<file path="src/rtl/cmd_cfg_if.sv">
// Command/response link between the UART wrapper (master) and the command
// interpreter (slave): incoming frame handshake plus outgoing response byte.
interface cmd_cfg_if;
  logic        cmd_rdy;
  logic [7:0]  cmd;
  logic [15:0] data;
  logic        clr_cmd_rdy;
  logic [7:0]  resp;
  logic        send_resp;
  logic        resp_sent;

  modport master (
    output cmd_rdy, cmd, data, resp_sent,
    input  clr_cmd_rdy, resp, send_resp
  );

  modport slave (
    input  cmd_rdy, cmd, data, resp_sent,
    output clr_cmd_rdy, resp, send_resp
  );
endinterface

</file>
<file path="src/rtl/cmd_cfg.sv">
// Copter command interpreter: setpoint writes, spin-up/calibration sequencing
// and one-byte responses. Optional idle-thrust watchdog under CMD_WDOG_EN.
module cmd_cfg #(
  parameter bit FAST_SIM = 1'b1,
  parameter int WDOG_W   = 26
) (
  input  logic              clk,
  input  logic              rst_n,
  cmd_cfg_if.slave          cif,
  input  logic [7:0]        batt,
  output logic signed [15:0] d_ptch,
  output logic signed [15:0] d_roll,
  output logic signed [15:0] d_yaw,
  output logic [8:0]        thrst,
  output logic              strt_cal,
  output logic              inertial_cal,
  input  logic              cal_done,
  output logic              motors_off
);

  localparam int TMR_W = FAST_SIM ? 9 : 26;

  localparam logic [7:0] OP_REQ_BATT  = 8'h01;
  localparam logic [7:0] OP_SET_PTCH  = 8'h02;
  localparam logic [7:0] OP_SET_ROLL  = 8'h03;
  localparam logic [7:0] OP_SET_YAW   = 8'h04;
  localparam logic [7:0] OP_SET_THRST = 8'h05;
  localparam logic [7:0] OP_CALIBRATE = 8'h06;
  localparam logic [7:0] OP_EMER_LAND = 8'h07;
  localparam logic [7:0] OP_MTRS_OFF  = 8'h08;
  localparam logic [7:0] RESP_ACK     = 8'hA5;

  typedef enum logic [2:0] {
    ST_IDLE   = 3'd0,
    ST_SPINUP = 3'd1,
    ST_CAL    = 3'd2,
    ST_RESP   = 3'd3,
    ST_WAIT   = 3'd4
  } state_t;

  state_t             state_q, state_d;
  logic [TMR_W-1:0]   tmr_q, tmr_d;
  logic [7:0]         resp_q, resp_d;
  logic               clr_q, clr_d;
  logic               send_q, send_d;
  logic               strt_q, strt_d;
  logic               ical_q, ical_d;
  logic               moff_q, moff_d;
  logic [15:0]        ptch_q, ptch_d;
  logic [15:0]        roll_q, roll_d;
  logic [15:0]        yaw_q, yaw_d;
  logic [8:0]         thrst_q, thrst_d;
  logic               wdog_trip_s;

`ifdef CMD_WDOG_EN
  logic [WDOG_W-1:0]  wdog_q, wdog_d;

  // Watchdog counts idle cycles with nonzero thrust; trips once, then holds.
  always_comb begin
    wdog_d      = wdog_q;
    wdog_trip_s = 1'b0;
    if (clr_q) begin
      wdog_d = {WDOG_W{1'b0}};
    end else if ((state_q == ST_IDLE) && (thrst_q != 9'd0) && !(&wdog_q)) begin
      wdog_d      = wdog_q + WDOG_W'(1);
      wdog_trip_s = &wdog_d;
    end else begin
      wdog_d = wdog_q;
    end
  end

  // Watchdog counter register.
  always_ff @(posedge clk or negedge rst_n) begin
    if (!rst_n) begin
      wdog_q <= {WDOG_W{1'b0}};
    end else begin
      wdog_q <= wdog_d;
    end
  end
`else
  assign wdog_trip_s = 1'b0;
  if (WDOG_W < 1) begin : g_wdog_w_unused
  end
`endif

  // Next-state, setpoint and pulse logic.
  always_comb begin
    state_d = state_q;
    tmr_d   = tmr_q;
    resp_d  = resp_q;
    clr_d   = 1'b0;
    send_d  = 1'b0;
    strt_d  = 1'b0;
    ical_d  = ical_q;
    moff_d  = moff_q;
    ptch_d  = ptch_q;
    roll_d  = roll_q;
    yaw_d   = yaw_q;
    thrst_d = thrst_q;

    if (wdog_trip_s) begin
      ptch_d  = 16'd0;
      roll_d  = 16'd0;
      yaw_d   = 16'd0;
      thrst_d = 9'd0;
    end else begin
      thrst_d = thrst_q;
    end

    case (state_q)
      ST_IDLE: begin
        if (cif.cmd_rdy) begin
          clr_d   = 1'b1;
          state_d = ST_RESP;
          if (cif.cmd == OP_REQ_BATT) begin
            resp_d = batt;
          end else begin
            resp_d = RESP_ACK;
          end
          case (cif.cmd)
            OP_SET_PTCH:  ptch_d  = cif.data;
            OP_SET_ROLL:  roll_d  = cif.data;
            OP_SET_YAW:   yaw_d   = cif.data;
            OP_SET_THRST: thrst_d = cif.data[8:0];
            OP_CALIBRATE: begin
              state_d = ST_SPINUP;
              moff_d  = 1'b0;
              ical_d  = 1'b1;
              tmr_d   = {TMR_W{1'b0}};
            end
            OP_EMER_LAND: begin
              ptch_d  = 16'd0;
              roll_d  = 16'd0;
              yaw_d   = 16'd0;
              thrst_d = 9'd0;
            end
            OP_MTRS_OFF:  moff_d  = 1'b1;
            default:      state_d = ST_RESP;
          endcase
        end else begin
          state_d = ST_IDLE;
        end
      end
      ST_SPINUP: begin
        tmr_d = tmr_q + TMR_W'(1);
        if (&tmr_q) begin
          strt_d  = 1'b1;
          state_d = ST_CAL;
        end else begin
          state_d = ST_SPINUP;
        end
      end
      ST_CAL: begin
        if (cal_done) begin
          ical_d  = 1'b0;
          state_d = ST_RESP;
        end else begin
          state_d = ST_CAL;
        end
      end
      ST_RESP: begin
        send_d  = 1'b1;
        state_d = ST_WAIT;
      end
      ST_WAIT: begin
        if (cif.resp_sent) begin
          state_d = ST_IDLE;
        end else begin
          state_d = ST_WAIT;
        end
      end
      default: state_d = ST_IDLE;
    endcase
  end

  // State and output registers.
  always_ff @(posedge clk or negedge rst_n) begin
    if (!rst_n) begin
      state_q <= ST_IDLE;
      tmr_q   <= {TMR_W{1'b0}};
      resp_q  <= 8'h00;
      clr_q   <= 1'b0;
      send_q  <= 1'b0;
      strt_q  <= 1'b0;
      ical_q  <= 1'b0;
      moff_q  <= 1'b1;
      ptch_q  <= 16'd0;
      roll_q  <= 16'd0;
      yaw_q   <= 16'd0;
      thrst_q <= 9'd0;
    end else begin
      state_q <= state_d;
      tmr_q   <= tmr_d;
      resp_q  <= resp_d;
      clr_q   <= clr_d;
      send_q  <= send_d;
      strt_q  <= strt_d;
      ical_q  <= ical_d;
      moff_q  <= moff_d;
      ptch_q  <= ptch_d;
      roll_q  <= roll_d;
      yaw_q   <= yaw_d;
      thrst_q <= thrst_d;
    end
  end

  assign cif.clr_cmd_rdy = clr_q;
  assign cif.send_resp   = send_q;
  assign cif.resp        = resp_q;
  assign strt_cal        = strt_q;
  assign inertial_cal    = ical_q;
  assign motors_off      = moff_q;
  assign d_ptch          = ptch_q;
  assign d_roll          = roll_q;
  assign d_yaw           = yaw_q;
  assign thrst           = thrst_q;

endmodule

</file>
<file path="src/flat_wrapper.sv">
// flat-port wrapper written by rule: the top's interface ports become plain ports
module cmd_cfg_flat 
#(
  parameter bit FAST_SIM = 1'b1,
  parameter int WDOG_W   = 26
)
  (clk, rst_n, batt, d_ptch, d_roll, d_yaw, thrst, strt_cal, inertial_cal, cal_done, motors_off, cif_cmd_rdy, cif_cmd, cif_data, cif_resp_sent, cif_clr_cmd_rdy, cif_resp, cif_send_resp);
  cmd_cfg_if cif_i ();
  input  logic clk;
  input  logic rst_n;
  input  logic [7:0] batt;
  output logic signed [15:0] d_ptch;
  output logic signed [15:0] d_roll;
  output logic signed [15:0] d_yaw;
  output logic [8:0] thrst;
  output logic strt_cal;
  output logic inertial_cal;
  input  logic cal_done;
  output logic motors_off;
  input wire logic [$bits(cif_i.cmd_rdy)-1:0] cif_cmd_rdy;
  input wire logic [$bits(cif_i.cmd)-1:0] cif_cmd;
  input wire logic [$bits(cif_i.data)-1:0] cif_data;
  input wire logic [$bits(cif_i.resp_sent)-1:0] cif_resp_sent;
  output wire logic [$bits(cif_i.clr_cmd_rdy)-1:0] cif_clr_cmd_rdy;
  output wire logic [$bits(cif_i.resp)-1:0] cif_resp;
  output wire logic [$bits(cif_i.send_resp)-1:0] cif_send_resp;
  assign cif_i.cmd_rdy = cif_cmd_rdy;
  assign cif_i.cmd = cif_cmd;
  assign cif_i.data = cif_data;
  assign cif_i.resp_sent = cif_resp_sent;
  assign cif_clr_cmd_rdy = cif_i.clr_cmd_rdy;
  assign cif_resp = cif_i.resp;
  assign cif_send_resp = cif_i.send_resp;
  cmd_cfg #(.FAST_SIM(FAST_SIM), .WDOG_W(WDOG_W)) u_core (.clk(clk), .rst_n(rst_n), .cif(cif_i), .batt(batt), .d_ptch(d_ptch), .d_roll(d_roll), .d_yaw(d_yaw), .thrst(thrst), .strt_cal(strt_cal), .inertial_cal(inertial_cal), .cal_done(cal_done), .motors_off(motors_off));
endmodule
</file>
<file path="config.mk">
export PLATFORM = sky130hd
export DESIGN_NAME = cmd_cfg_flat
export DESIGN_NICKNAME = d
export VERILOG_FILES = /design/src/rtl/cmd_cfg_if.sv /design/src/rtl/cmd_cfg.sv /design/src/flat_wrapper.sv
export SDC_FILE = /design/constraint.sdc
export NUM_CORES = 1
export LEC_CHECK = 0
export CORE_UTILIZATION = 40
export CTS_BUF_LIST = sky130_fd_sc_hd__clkbuf_4 sky130_fd_sc_hd__clkbuf_8
export DETAILED_ROUTE_END_ITERATION = 10
export MAX_ROUTING_LAYER = met4
export PLACE_DENSITY = 0.71
export RECOVER_POWER = 25
export SYNTH_ARGS = -nofsm -noshare
export SYNTH_HDL_FRONTEND = slang
export SYNTH_SLANG_ARGS = --single-unit
</file>
<file path="constraint.sdc">
create_clock -name clk -period 3.2 [get_ports clk]
set_input_delay 0.48 -clock clk [delete_from_list [all_inputs] [get_ports clk]]
set_output_delay 0.48 -clock clk [all_outputs]
set_load 0.01 [all_outputs]
</file>
Yosys cells after proc, flatten, opt, wreduce, memory -nomap -nowiden
Index checks and enable logic that the tools add are counted.
{"block": "totals", "input_bits": 37, "reg_bits": 82, "word_cells": 69}
{"block": "classes", "n_mux": 24, "n_eq_ne": 15, "add_sub_neg": 1, "n_reduce_logical": 17}
{"op": "case mux 16 bit (2 select lines)", "n": 3}
{"op": "case mux 9 bit (2 select lines)", "n": 2}
{"op": "equality test 8 x 3 -> 1 bit (second input constant)", "n": 4}
{"op": "2-to-1 mux 9 bit", "n": 2}
{"op": "AND reduction 3 bit", "n": 6}
{"op": "equality test 8 x 2 -> 1 bit (second input constant)", "n": 2}
{"op": "case mux 3 bit (5 select lines)", "n": 1}
{"op": "nonzero test 2 bit", "n": 7}
{"op": "adder 9 x 1 -> 9 bit (second input constant)", "n": 1}
{"op": "2-to-1 mux 1 bit", "n": 9}
{"op": "AND reduction 9 bit", "n": 1}
{"op": "equality test 8 x 1 -> 1 bit (second input constant)", "n": 1}
{"op": "equality test 8 x 4 -> 1 bit (second input constant)", "n": 1}
{"op": "2-to-1 mux 8 bit", "n": 1}
{"op": "equality test 3 x 2 -> 1 bit (second input constant)", "n": 2}
{"op": "2-to-1 mux 2 bit", "n": 3}
{"op": "inequality test 2 bit (second input constant)", "n": 3}
{"op": "case mux 1 bit (2 select lines)", "n": 2}
{"op": "AND reduction 4 bit", "n": 1}
{"op": "equality test 3 x 1 -> 1 bit (second input constant)", "n": 1}
{"op": "equality test 3 bit (second input constant)", "n": 1}
{"op": "zero test 3 bit", "n": 1}
{"op": "2-to-1 mux 3 bit", "n": 1}
{"op": "AND reduction 2 bit", "n": 1}

Depth between registers and ports, before layout
{"block": "logic_depth", "depth_word": 4, "ltp_mapped": 7}

Least setup slack after synthesis
OpenSTA, ideal clock, no wires.
{"block": "synth_path", "path_kind": "input to register", "start": "input port cif_cmd[5]", "end": "register u_core.ptch_q[10] (netlist: u_core.d_ptch[10])", "t_required_ps": 3075, "setup_ps": 125, "t_arrival_ps": 2218, "cell_stages": 6, "setup_slack_ps": 857, "cell_sequence": "or4_4 > buf_6 > or4_4 > buf_6 > buf_12 > mux2_4"}
{"block": "synth_between", "elab_chain_len": 3, "elab_cells_between_ends": 5}
{"element": "from (decl)", "line_no": "flat_wrapper.sv:21", "text": "input wire logic [$bits(cif_i.cmd)-1:0] cif_cmd;"}
{"element": "equality test 8 x 2 -> 1 bit or equality test 8 x 3 -> 1 bit (tied branches)", "line_no": "cmd_cfg.sv:120", "text": "case (cif.cmd)"}
{"element": "nonzero test 2 bit (no source line)"}
{"element": "AND reduction 3 bit (no source line)"}
{"element": "to (signal assigned)", "line_no": "cmd_cfg.sv:200", "text": "ptch_q <= ptch_d;"}
{"element": "to (decl)", "line_no": "cmd_cfg.sv:49", "text": "logic [15:0] ptch_q, ptch_d;"}
Several ways; a longest one is shown, not always the timed one.
A chain may end at the register's enable or synchronous reset.

Worst setup path after layout
{"block": "layout_path", "start": "input port cif_cmd_rdy", "end": "register u_core.ptch_q[5] (netlist: u_core.d_ptch[5])"}
{"block": "layout_between", "elab_chain_len": 1}
{"element": "from (decl)", "line_no": "flat_wrapper.sv:20", "text": "input wire logic [$bits(cif_i.cmd_rdy)-1:0] cif_cmd_rdy;"}
{"element": "AND reduction 3 bit (no source line)"}
No other way between the ends.

==> metrics <==
final setup fails 0; clk root buf clkbuf_8; top cells by area, synth dfrtp_1, mux2_2, mux2_4, o21a_1, nor4_4; Hold Vio Cnt, Final 0; fin nets a little over 400; CP bufs+invs 1; drt first-iter violations between 80 and 90; Power per Cell Area 527 nW/um^2; first-pass GRT wire length 13200 um; async set-reset flop share out of synthesis 1.00; Layout Skew a little under 0.008 ns; syn nets slightly below 300; critical path's largest stage delay roughly 0.75 ns; hold path depth 1; WL/cell ~17 um; Worst Tran Pin Value roughly 2 ns; layout cells sized above 1 0.253; Fin Setup TNS 0 ns; crit-path cells clkdlybuf4s50_1 -> or4b_4 -> or4_4 -> mux2_4; # resized after CTS 0; die height 97.0 um; # IOs between 100 and 150; VDD IR max 0.273 mV; fmax 406 MHz; slew margin rel. -0.338; crit end category register; CORE AREA between 8000 and 9000 um^2; synthesis-to-finish area growth 37.0%; HP Start u_core.cif.resp[4]$_DFFE_PN0N_; worst skew pair latency roughly 0.36 ns; vias per cell approximately 5.1; reg2reg path depth 3; crit share post-route 0.770; synthesized cell area about 3600 um^2; CP startpoint kind input port; Final HPWL DP between 5000 and 6000 um; hold_buf cts 0; worst endpoint required time roughly 3.4 ns; count leader, synth dfrtp_1; most instantiated cells after synthesis dfrtp_1, mux2_2, o21a_1; total CTS buffers 9; Setup Fix Bufs, Post-CTS 0; total power approximately 2.6 mW; CTS sink count around 80; LEAKAGE around 2.2 nW; routed vias approximately 2500; number of synthesized register bits 82; I/O Buffers approximately 110; reg2reg setup slack approximately 0.84 ns; Main synth FF type dfrtp_1; Yosys Warn Count 0; fin area 4950 um^2; Worst-path clk slew roughly 0.080 ns; Max Slew Vio Count 83; Crit Path Category in2reg; WP data arrival approximately 2.7 ns; reg-to-reg startpoint u_core.state_q[2]$_DFF_PN0_; Die X slightly below 100 um; Inserted Diodes 0; initial antenna violation count 0; max-cap violation count 1; Routed WL slightly above 8000 um; Worst Hold Class reg2reg; Post-DP Area approximately 4700 um^2; Initial Utilization 0.414; row count 34; post-synthesis sequential area ratio 0.568; Synth Area per Inst between 10 and 15 um^2; Antenna Nets Post-Route 0; Final min period 2.46 ns; drt first pass iters 5; Synth top area share 0.561; Min-Delay Endpoint u_core.cif.resp[4]$_DFFE_PN0N_; Top delay family on crit path simple AND/OR/NAND/NOR gates; post-synth top area cell dfrtp_1; status finished, violations left; synth unique cells 48; failing checks capacitance limit, slew limit; GRT overflow 0; CTS tree built; CP Max Fanout 16; largest net degree at the start of global routing 83; DRC 0; vias in the first global route 2563; routability cong. a little under 0.8; Total Routing Usage GR 0.186; Gate Count Post-Synth between 200 and 300; RSZ-0062 raised after global routing false; die area 9410 um^2; slowest CP cell or4_4; H-tree lvl count 3; Post-synth EDFFs 0; CTS max path bufs 2; reg-to-reg endpoint u_core.d_ptch[5]$_DFFE_PN0P_
-- per-layer routing --
metal	global-route usage	vias to the layer above	part of all wire
met5	-	-	0
met4	0.0517	0	0.0091
met3	0.0766	11	0.075
met2	0.273	73	0.46
met1	0.237	1214	0.45
li1	-	1155	-
-- where the power goes --
| group | switching (mW) | total [mW] | internal (mW) |
|---|---|---|---|
| registers | 0.112 | 1.26 | 1.15 |
| clock network | 0.367 | 0.767 | 0.400 |
| logic | 0.259 | 0.577 | 0.318 |
| total | 0.738 | 2.61 | 1.87 |
-- cell families (layout without fill, tap and decap cells) --
| family | Yosys count | in the layout | synth area share |
|---|---|---|---|
| muxes | 59 | 59 | 0.194 |
| buffers and inverters | 19 | 134 | 0.0346 |
| DFF | 82 | 82 | 0.568 |
| and+or+nand+nor | 48 | 48 | 0.0966 |
| adders and majority gates | 2 | 2 | 0.00693 |
| AOI/OAI and AO/OA | 44 | 44 | 0.0942 |
| xor gates and xnor gates | 2 | 2 | 0.00485 |
-- state kept, by name, indices dropped and copies added, names as in the netlist, 3 cells and up --
| register | flops |
|---|---|
| u_core.d_ptch | 16 |
| u_core.d_roll | 16 |
| u_core.d_yaw | 16 |
| u_core.thrst | 9 |
| u_core.tmr_q | 9 |
| u_core.cif.resp | 8 |
| u_core.state_q | 3 |
-- worst max path at each step --
stage	start	end	slack (ns)	cells past startpoint
finish	cif_cmd_rdy	u_core.d_ptch[5]$_DFFE_PN0P_	0.74	4
global route	cif_cmd_rdy	u_core.d_ptch[5]$_DFFE_PN0P_	0.72	4
CTS	cif_cmd_rdy	u_core.d_ptch[5]$_DFFE_PN0P_	0.75	4
detailed placement	cif_cmd_rdy	u_core.d_ptch[3]$_DFFE_PN0P_	0.36	4
global placement	cif_cmd_rdy	u_core.d_ptch[9]$_DFFE_PN0P_	0.38	4
floorplan	cif_cmd[5]	u_core.d_ptch[10]$_DFFE_PN0P_	0.86	6
-- cell type report --
class                      instances  area, um^2
multi-input combinational        155        1430
tap                              108         135
clock inverter                     4        51.3
clock buffer                      12         153
sequential                        82        2050
timing repair buffer             112        1100
fill                             712        3770
inverter                           6        22.5
-- through the flow --
step / instances / setup WS, ns / hold WS [ns] / utilization
final: 479 / 0.735 / 0.504 / 0.568
after global routing: 479 / 0.718 / 0.522 / 0.568
after CTS: 479 / 0.749 / 0.323 / 0.568
after detailed placement: 463 / 0.363 / 0.487 / 0.544
after global placement: 463 / 0.375 / 0.477 / 0.544
after floorplan: 256 / 0.857 / 0.184 / -
-- cells in the final DEF, fill, tap and decap left out, types with 6 or more instances in the layout --
cell type / synthesis / routed
buf_4: 2 / 6
clkbuf_8: 0 / 10
clkdlybuf4s50_1: 0 / 105
dfrtp_1: 81 / 81
inv_1: 6 / 6
mux2_2: 49 / 49
mux2_4: 10 / 10
nor2_1: 11 / 11
o21a_1: 16 / 16
o21ai_0: 6 / 6
(Power assumes the default switching activity.)
